==> config.mk <==
export PLATFORM = sky130hd
export DESIGN_NAME = apb_timer_lite
export DESIGN_NICKNAME = d
export VERILOG_FILES = /design/src/rtl/apb_timer_lite.sv
export SDC_FILE = /design/constraint.sdc
export NUM_CORES = 1
export LEC_CHECK = 0
export CAP_MARGIN = 0
export CORE_UTILIZATION = 35
export CTS_CLUSTER_DIAMETER = 200
export DETAILED_ROUTE_END_ITERATION = 12
export DONT_BUFFER_PORTS = 1
export GPL_ROUTABILITY_DRIVEN = 0
export MAX_ROUTING_LAYER = met4
export SLEW_MARGIN = 20
export SYNTH_ARGS = -nofsm -noshare
export SYNTH_HDL_FRONTEND = slang
export SYNTH_SLANG_ARGS = --single-unit
==> constraint.sdc <==
create_clock -name clk_i -period 2.42 [get_ports clk_i]
set_input_delay 0.242 -clock clk_i [delete_from_list [all_inputs] [get_ports clk_i]]
set_output_delay 0.242 -clock clk_i [all_outputs]
set_load 0.05 [all_outputs]
==> src/rtl/apb_timer_lite.sv <==
// apb_timer_lite: APB slave timer with 4-bit prescaler, compare match,
// auto-reload or one-shot mode, and a level event output.
//   clk_i, rst_i                     : clock, synchronous active-high reset
//   PADDR, PWDATA, PWRITE, PSEL,
//   PENABLE                          : APB request
//   PRDATA, PREADY, PSLVERR          : APB response (zero wait states)
//   event_o                          : MATCH & IRQ_EN
// Register map: 0x0 CTRL {PRESC[11:8], IRQ_EN[2], AUTO_RELOAD[1], EN[0]},
//               0x4 COUNT, 0x8 CMP, 0xC STATUS {MATCH[0], W1C}.
module apb_timer_lite #(
  parameter int unsigned APB_ADDR_WIDTH = 12,
  parameter int unsigned CNT_WIDTH      = 32
) (
  input  logic                      clk_i,
  input  logic                      rst_i,
  input  logic [APB_ADDR_WIDTH-1:0] PADDR,
  input  logic [31:0]               PWDATA,
  input  logic                      PWRITE,
  input  logic                      PSEL,
  input  logic                      PENABLE,
  output logic [31:0]               PRDATA,
  output logic                      PREADY,
  output logic                      PSLVERR,
  output logic                      event_o
);

  typedef enum logic {
    IDLE = 1'b0,
    RUN  = 1'b1
  } state_e;

  state_e               state_q, state_d;
  logic                 auto_q, auto_d;
  logic                 irq_en_q, irq_en_d;
  logic [3:0]           presc_q, presc_d;
  logic [3:0]           psc_q, psc_d;
  logic [CNT_WIDTH-1:0] count_q, count_d;
  logic [CNT_WIDTH-1:0] cmp_q, cmp_d;
  logic                 match_q, match_d;

  logic access;
  logic addr_err;
  logic wr_en;
  logic wr_ctrl, wr_count, wr_cmp, wr_status;
  logic en;
  logic tick;
  logic hit;

  always_comb begin
    access    = PSEL & PENABLE;
    addr_err  = (PADDR[APB_ADDR_WIDTH-1:4] != '0) || (PADDR[1:0] != 2'b00);
    wr_en     = access & PWRITE & ~addr_err;
    wr_ctrl   = wr_en && (PADDR[3:2] == 2'd0);
    wr_count  = wr_en && (PADDR[3:2] == 2'd1);
    wr_cmp    = wr_en && (PADDR[3:2] == 2'd2);
    wr_status = wr_en && (PADDR[3:2] == 2'd3);
    en        = (state_q == RUN);
    tick      = en && (psc_q == presc_q);
    hit       = tick && (count_q == cmp_q);
  end

  // EN is the FSM state itself; a CTRL write overrides a one-shot stop.
  always_comb begin
    state_d = state_q;
    case (state_q)
      IDLE: begin
        if (wr_ctrl && PWDATA[0]) state_d = RUN;
      end
      RUN: begin
        if (hit && !auto_q) state_d = IDLE;
        if (wr_ctrl)        state_d = PWDATA[0] ? RUN : IDLE;
      end
    endcase
  end

  always_comb begin
    auto_d   = auto_q;
    irq_en_d = irq_en_q;
    presc_d  = presc_q;
    cmp_d    = cmp_q;
    count_d  = count_q;
    match_d  = match_q;
    psc_d    = psc_q;

    if (wr_ctrl) begin
      auto_d   = PWDATA[1];
      irq_en_d = PWDATA[2];
      presc_d  = PWDATA[11:8];
    end
    if (wr_cmp) cmp_d = CNT_WIDTH'(PWDATA);

    if (tick) count_d = (hit && auto_q) ? '0 : count_q + CNT_WIDTH'(1);
    if (wr_count) count_d = CNT_WIDTH'(PWDATA);

    // Set has priority over the W1C clear.
    if (wr_status && PWDATA[0]) match_d = 1'b0;
    if (hit)                    match_d = 1'b1;

    if (en) psc_d = tick ? '0 : psc_q + 4'd1;
    if (wr_count || state_d == IDLE) psc_d = '0;
  end

  always_ff @(posedge clk_i) begin
    if (rst_i) begin
      state_q  <= IDLE;
      auto_q   <= 1'b0;
      irq_en_q <= 1'b0;
      presc_q  <= '0;
      psc_q    <= '0;
      count_q  <= '0;
      cmp_q    <= '1;
      match_q  <= 1'b0;
    end else begin
      state_q  <= state_d;
      auto_q   <= auto_d;
      irq_en_q <= irq_en_d;
      presc_q  <= presc_d;
      psc_q    <= psc_d;
      count_q  <= count_d;
      cmp_q    <= cmp_d;
      match_q  <= match_d;
    end
  end

  always_comb begin
    PRDATA = '0;
    if (access && !addr_err) begin
      case (PADDR[3:2])
        2'd0:    PRDATA = {20'd0, presc_q, 5'd0, irq_en_q, auto_q, en};
        2'd1:    PRDATA = 32'(count_q);
        2'd2:    PRDATA = 32'(cmp_q);
        default: PRDATA = {31'd0, match_q};
      endcase
    end
  end

  assign PREADY  = 1'b1;
  assign PSLVERR = access & addr_err;
  assign event_o = match_q & irq_en_q;

endmodule

# [Yosys cells after proc, flatten, opt, wreduce, memory -nomap -nowiden]
# Index checks and enable logic that the tools add are counted.
[word_totals] wordCells=57 ramBits=0 latch_bits=0 mem_count=0 ff_bits=76 output_inout_bits=35 rom_bits=0
[op_classes] n_reduce_logical=21 n_bitwise=8 n_mux=13 add_sub_neg=2 shift=0 n_mul=0 magnitude_cmp=0 n_div=0 n_eq_ne=5
[ops] op="$mux W32" n=4
[ops] op="$pmux W32 S3" n=1
[ops] op="$add A32 B1 Y32 const B" n=1
[ops] op="$eq A32 B32 Y1" n=1
[ops] op="$logic_and A1 B1 Y1" n=11
[ops] op="$reduce_bool A8 Y1" n=1
[ops] op="$mux W1" n=6
[ops] op="$reduce_bool A2 Y1" n=3
[ops] op="$and A1 B1 Y1" n=5
[ops] op="$add A4 B1 Y4 const B" n=1
[ops] op="$eq A2 B2 Y1 const B" n=2
[ops] op="$eq A4 B4 Y1" n=1
[ops] op="$mux W4" n=1
[ops] op="$not A1 Y1" n=3
[ops] op="$eq A2 B1 Y1 const B" n=1
[ops] op="$logic_not A1 Y1" n=2
[ops] op="$logic_not A2 Y1" n=1
[ops] op="$logic_or A1 B1 Y1" n=2
[ops] op="$pmux W1 S2" n=1
[ops] op="$reduce_or A2 Y1" n=1

# [Logic depth before layout (Yosys ltp)]
[logic_depth] ltp_word=11 ltp_mapped=9 depth_no_buf=7

# [Worst setup path after synthesis]
# Ideal clock, no wire load.
[synth_path] kind="input-to-output" start="in PADDR[2]" end="out PRDATA[12]" n_path_buf=3 arrival_time_ps=2098 setup_slack_ps=80 path_stages=6 path_cell_list="nor2b_1 buf_1 clkbuf_1 clkbuf_1 a22oi_1 nor2_1"
[synth_via] elab_chain_len=3
[synth_rtl] item="start, declared" line_no="16" rtl="input logic [APB_ADDR_WIDTH-1:0] PADDR,"
[synth_rtl] item="$eq A2 B2 Y1, or another cell as far along" line_no="128" rtl="case (PADDR[3:2])"
[synth_rtl] item="$pmux W32 S3 (*)" line_no="128"
[synth_rtl] item="$mux W32 (*)" line_no="127" rtl="if (access && !addr_err) begin"
[synth_rtl] item="end, declared" line_no="21" rtl="output logic [31:0] PRDATA,"
# Every way passes the cells marked *; elsewhere a longest branch is shown, timed or not.

# [Worst setup path after layout]
[layout_path] start="reg count_q[13]" end="reg count_q[16]"
[layout_via] elab_chain_len=6
[layout_rtl] item="start, declared" line_no="37" rtl="logic [CNT_WIDTH-1:0] count_q, count_d;"
[layout_rtl] item="start signal, assigned" line_no="119" rtl="count_q <= count_d;"
[layout_rtl] item="branches (longest 3 deep; another with $add A32 B1 Y32)"
[layout_rtl] item="$mux W32 (*) (2 in series)" line_no="92" rtl="if (tick) count_d = (hit && auto_q) ? '0 : count_q + CNT_WIDTH'(1);"
[layout_rtl] item="$mux W32 (*)" line_no="93" rtl="if (wr_count) count_d = CNT_WIDTH'(PWDATA);"
# Mark *: on every way between the ends. The select of a mux whose other input is x is not followed.
# A chain may end at the register's enable or synchronous reset.

==> out/qor.txt <==
nature of the critical path startpoint - flop
vias in the first global route - 4,922
Synth area leaders - dfxtp_1 30%, nand2_1 7.8%, xnor2_1 7.4%
initial antenna violation count - 0
Worst EP required - 2.63 ns
First-pass DRT Iterations - 5
post-route setup slack - 0.205 ns
Initial Util - 36.0%
Yosys top cell area share - 30.4%
via count - 5,221
sequential share of the synthesized area - 30.4%
post-CTS setup buffers - 0
CTS tree - done
min Tclk post-route - 2.22 ns
Place WS - 0.185 ns
Core Area - 13,900 um^2
reg-to-reg critical path endpoint - count_q[16]$_SDFFE_PP0P_
area leader, netlist - dfxtp_1
Routed WL - 16,900 um
Slew @ Worst Pin - 0.878 ns
Post-Syn Area - 5000 um^2
Avg Inst Size Synth - 7.39 um^2
cell count after synthesis - 676
unrepaired setup endpoints after global routing - no
number of CTS-inserted buffers - 9
vias per cell - 5.91
Sink Count - 76
unique cell type count in the Yosys netlist - 57
Ant. Diodes - 0
clock buffer depth - 2
Net Count, Synth - 727
Final Cycle Share - 91.5%
crit path kind - flop to flop
register bit total from synthesis - 76
# DRC - 0
Clk Latency, worst-skew pair - 0.35 ns
global route total overflow - 0
status - finished, final reports clean
largest net degree at the start of global routing - 44
HPWL Detailed - 12,300 um
commonest non-fill, non-tap cells in the layout - 104 x nand2_1, 76 x dfxtp_1, 66 x nor2_1
Max Freq - 451 MHz
Slew Limit Fails - 0
chip width - 121 um
final setup violation count - 0
synth warn - 0
Hold Crit Endpoint - count_q[20]$_SDFFE_PP0P_
Worst slew margin - 41.3%
crit path DAT - 2.42 ns
Clock Tree Root - clkbuf_16
Pwr per Cell Area - 540 nW/um^2
Finished Core Util - 42.0%
Max VDD drop - 0.286 mV
PortBufs - 0
commonest non-fill, non-tap cell in the layout - nand2_1
Total Neg Setup Slack - 0 ns
clock skew - 0.0133 ns
Total GRT Usage - 24.3%
Starting DRT DRC Count - 543
I/O Pins - 84
area grow syn2layout - 16.6%
FF-to-FF setup slack - 0.20 ns
Min-Delay Startpoint - PWDATA[20]
hold path cells - 2
Reg2Reg Launch Point - count_q[13]$_SDFFE_PP0P_
Fin. Hold Viols - 0
Worst-path clk slew - 0.06 ns
Die ar. - 14,800 um^2
R2R depth - 7
worst hold path class - input port to flop
Max-cap violations - 0
row count - 43
LEAKAGE - 0.00224 uW
Antenna Nets Post-Route - 0
layout cell share with drive strength beyond 1 - 14.5%
htree depth - 3
CP Capture Type - flop
CP Max Fanout - 10
routed len/inst - 19.1 um
die height - 121 um
layout net count - 749
first-pass GRT wire length - 26,700 um
-- cell usage after synthesis (all sizes together) --
cell	n
nor4b	1
mux4	1
nand2	105
nand4	28
or3	2
and4	2
nand4b	2
or2	7
o21a	8
a21oi	17
nor4	25
and3	7
a21bo	5
a21o	6
a311oi	1
nor3b	10
a41oi	2
nor3	12
nand3b	1
clkbuf	42
a211oi	2
nor2	67
o21ai	21
ha	2
xor2	4
nor2b	4
nand2b	2
o211ai	20
dfxtp	76
a41o	11
buf	15
a21boi	1
a22oi	25
nand3	47
o31ai	1
a31oi	4
and2	5
xnor2	42
or4	3
o2111ai	2
conb	1
mux2i	13
inv	24
-- critical path, cell delays in order (launching register included) --
cell      delay (ns)
dfxtp_1         0.54
xnor2_1         0.20
nand4_1         0.16
nor4_2          0.39
buf_4           0.21
nand4_1         0.25
o21ai_0         0.22
a211oi_2        0.10
-- flip-flops by register name, summed over array words and instances (netlist names) --
register,cells
psc_q,4
auto_q,1
count_q,32
irq_en_q,1
en,1
cmp_q,32
presc_q,4
match_q,1
-- how the worst max path moves through the flow --
| stage | start | to | slack, ns | depth (start not counted) |
|---|---|---|---|---|
| floorplan | PADDR[2] | PRDATA[12] | 0.08 | 6 |
| global placement | PADDR[9] | psc_q[0]$_SDFFE_PP0P_ | 0.17 | 6 |
| detailed placement | PADDR[9] | count_q[31]$_SDFFE_PP0P_ | 0.18 | 7 |
| CTS | count_q[2]$_SDFFE_PP0P_ | count_q[30]$_SDFFE_PP0P_ | 0.19 | 7 |
| global route | count_q[20]$_SDFFE_PP0P_ | count_q[27]$_SDFFE_PP0P_ | 0.03 | 6 |
| finish | count_q[13]$_SDFFE_PP0P_ | count_q[16]$_SDFFE_PP0P_ | 0.20 | 7 |
-- report_power, final --
| part | leakage (uW) | switching, uW | internal, uW | total, uW |
|---|---|---|---|---|
| sequential | 0.000617 | 87.4 | 1300 | 1390 |
| clock | 0.000149 | 557 | 852 | 1410 |
| combinational | 0.00148 | 196 | 153 | 349 |
-- final cells by class --
class / instances / area, um^2
tap: 180 / 225
clock inverter: 4 / 47.5
clock buffer: 12 / 256
timing repair buffer: 68 / 538
inverter: 24 / 90.1
sequential: 76 / 1520
fill: 1429 / 8050
multi-input combinational: 519 / 3150
-- per-stage QoR --
stage               power, uW  area [um^2]  cells  hold slack (ns)
floorplan                1670         5000    676            0.357
global route             3230         5830    883           0.0134
finish                   3150         5830    883          0.00455
global placement         1740         5510    866            0.317
CTS                      3140         5820    883          0.00306
detailed placement       1750         5510    866            0.317
-- cell families (layout without fill, tap and decap cells) --
logic type	Yosys count	in the layout	share of synthesized area, %
flip-flops	76	76	30.4
XOR/XNOR	46	46	8.06
AND/OR/NAND/NOR	330	330	33.1
buffers and inverters	81	108	6.71
adder cells (fa/ha/maj)	2	2	0.501
multiplexers	14	14	3.05
AO/OA/AOI/OAI	126	126	18.1
other	1	1	0.0750
-- layer usage --
metal / up-vias / GRT usage (%) / wire length, um
met1: 2465 / 31.3 / 7240
met2: 275 / 38.1 / 7730
li1: 2447 / - / -
met3: 34 / 4.32 / 1540
met5: - / - / 0
met4: 0 / 7.95 / 347
-- repair_timing --
action | 4_1_cts | 5_1_grt
setup endpoints to repair | 0 | 1
endpoints found under the hold margin | 13 | 0
hold buffers | 1 | 0
resized for setup | 0 | 1
Note: power is estimated with default switching activity, not from simulation.
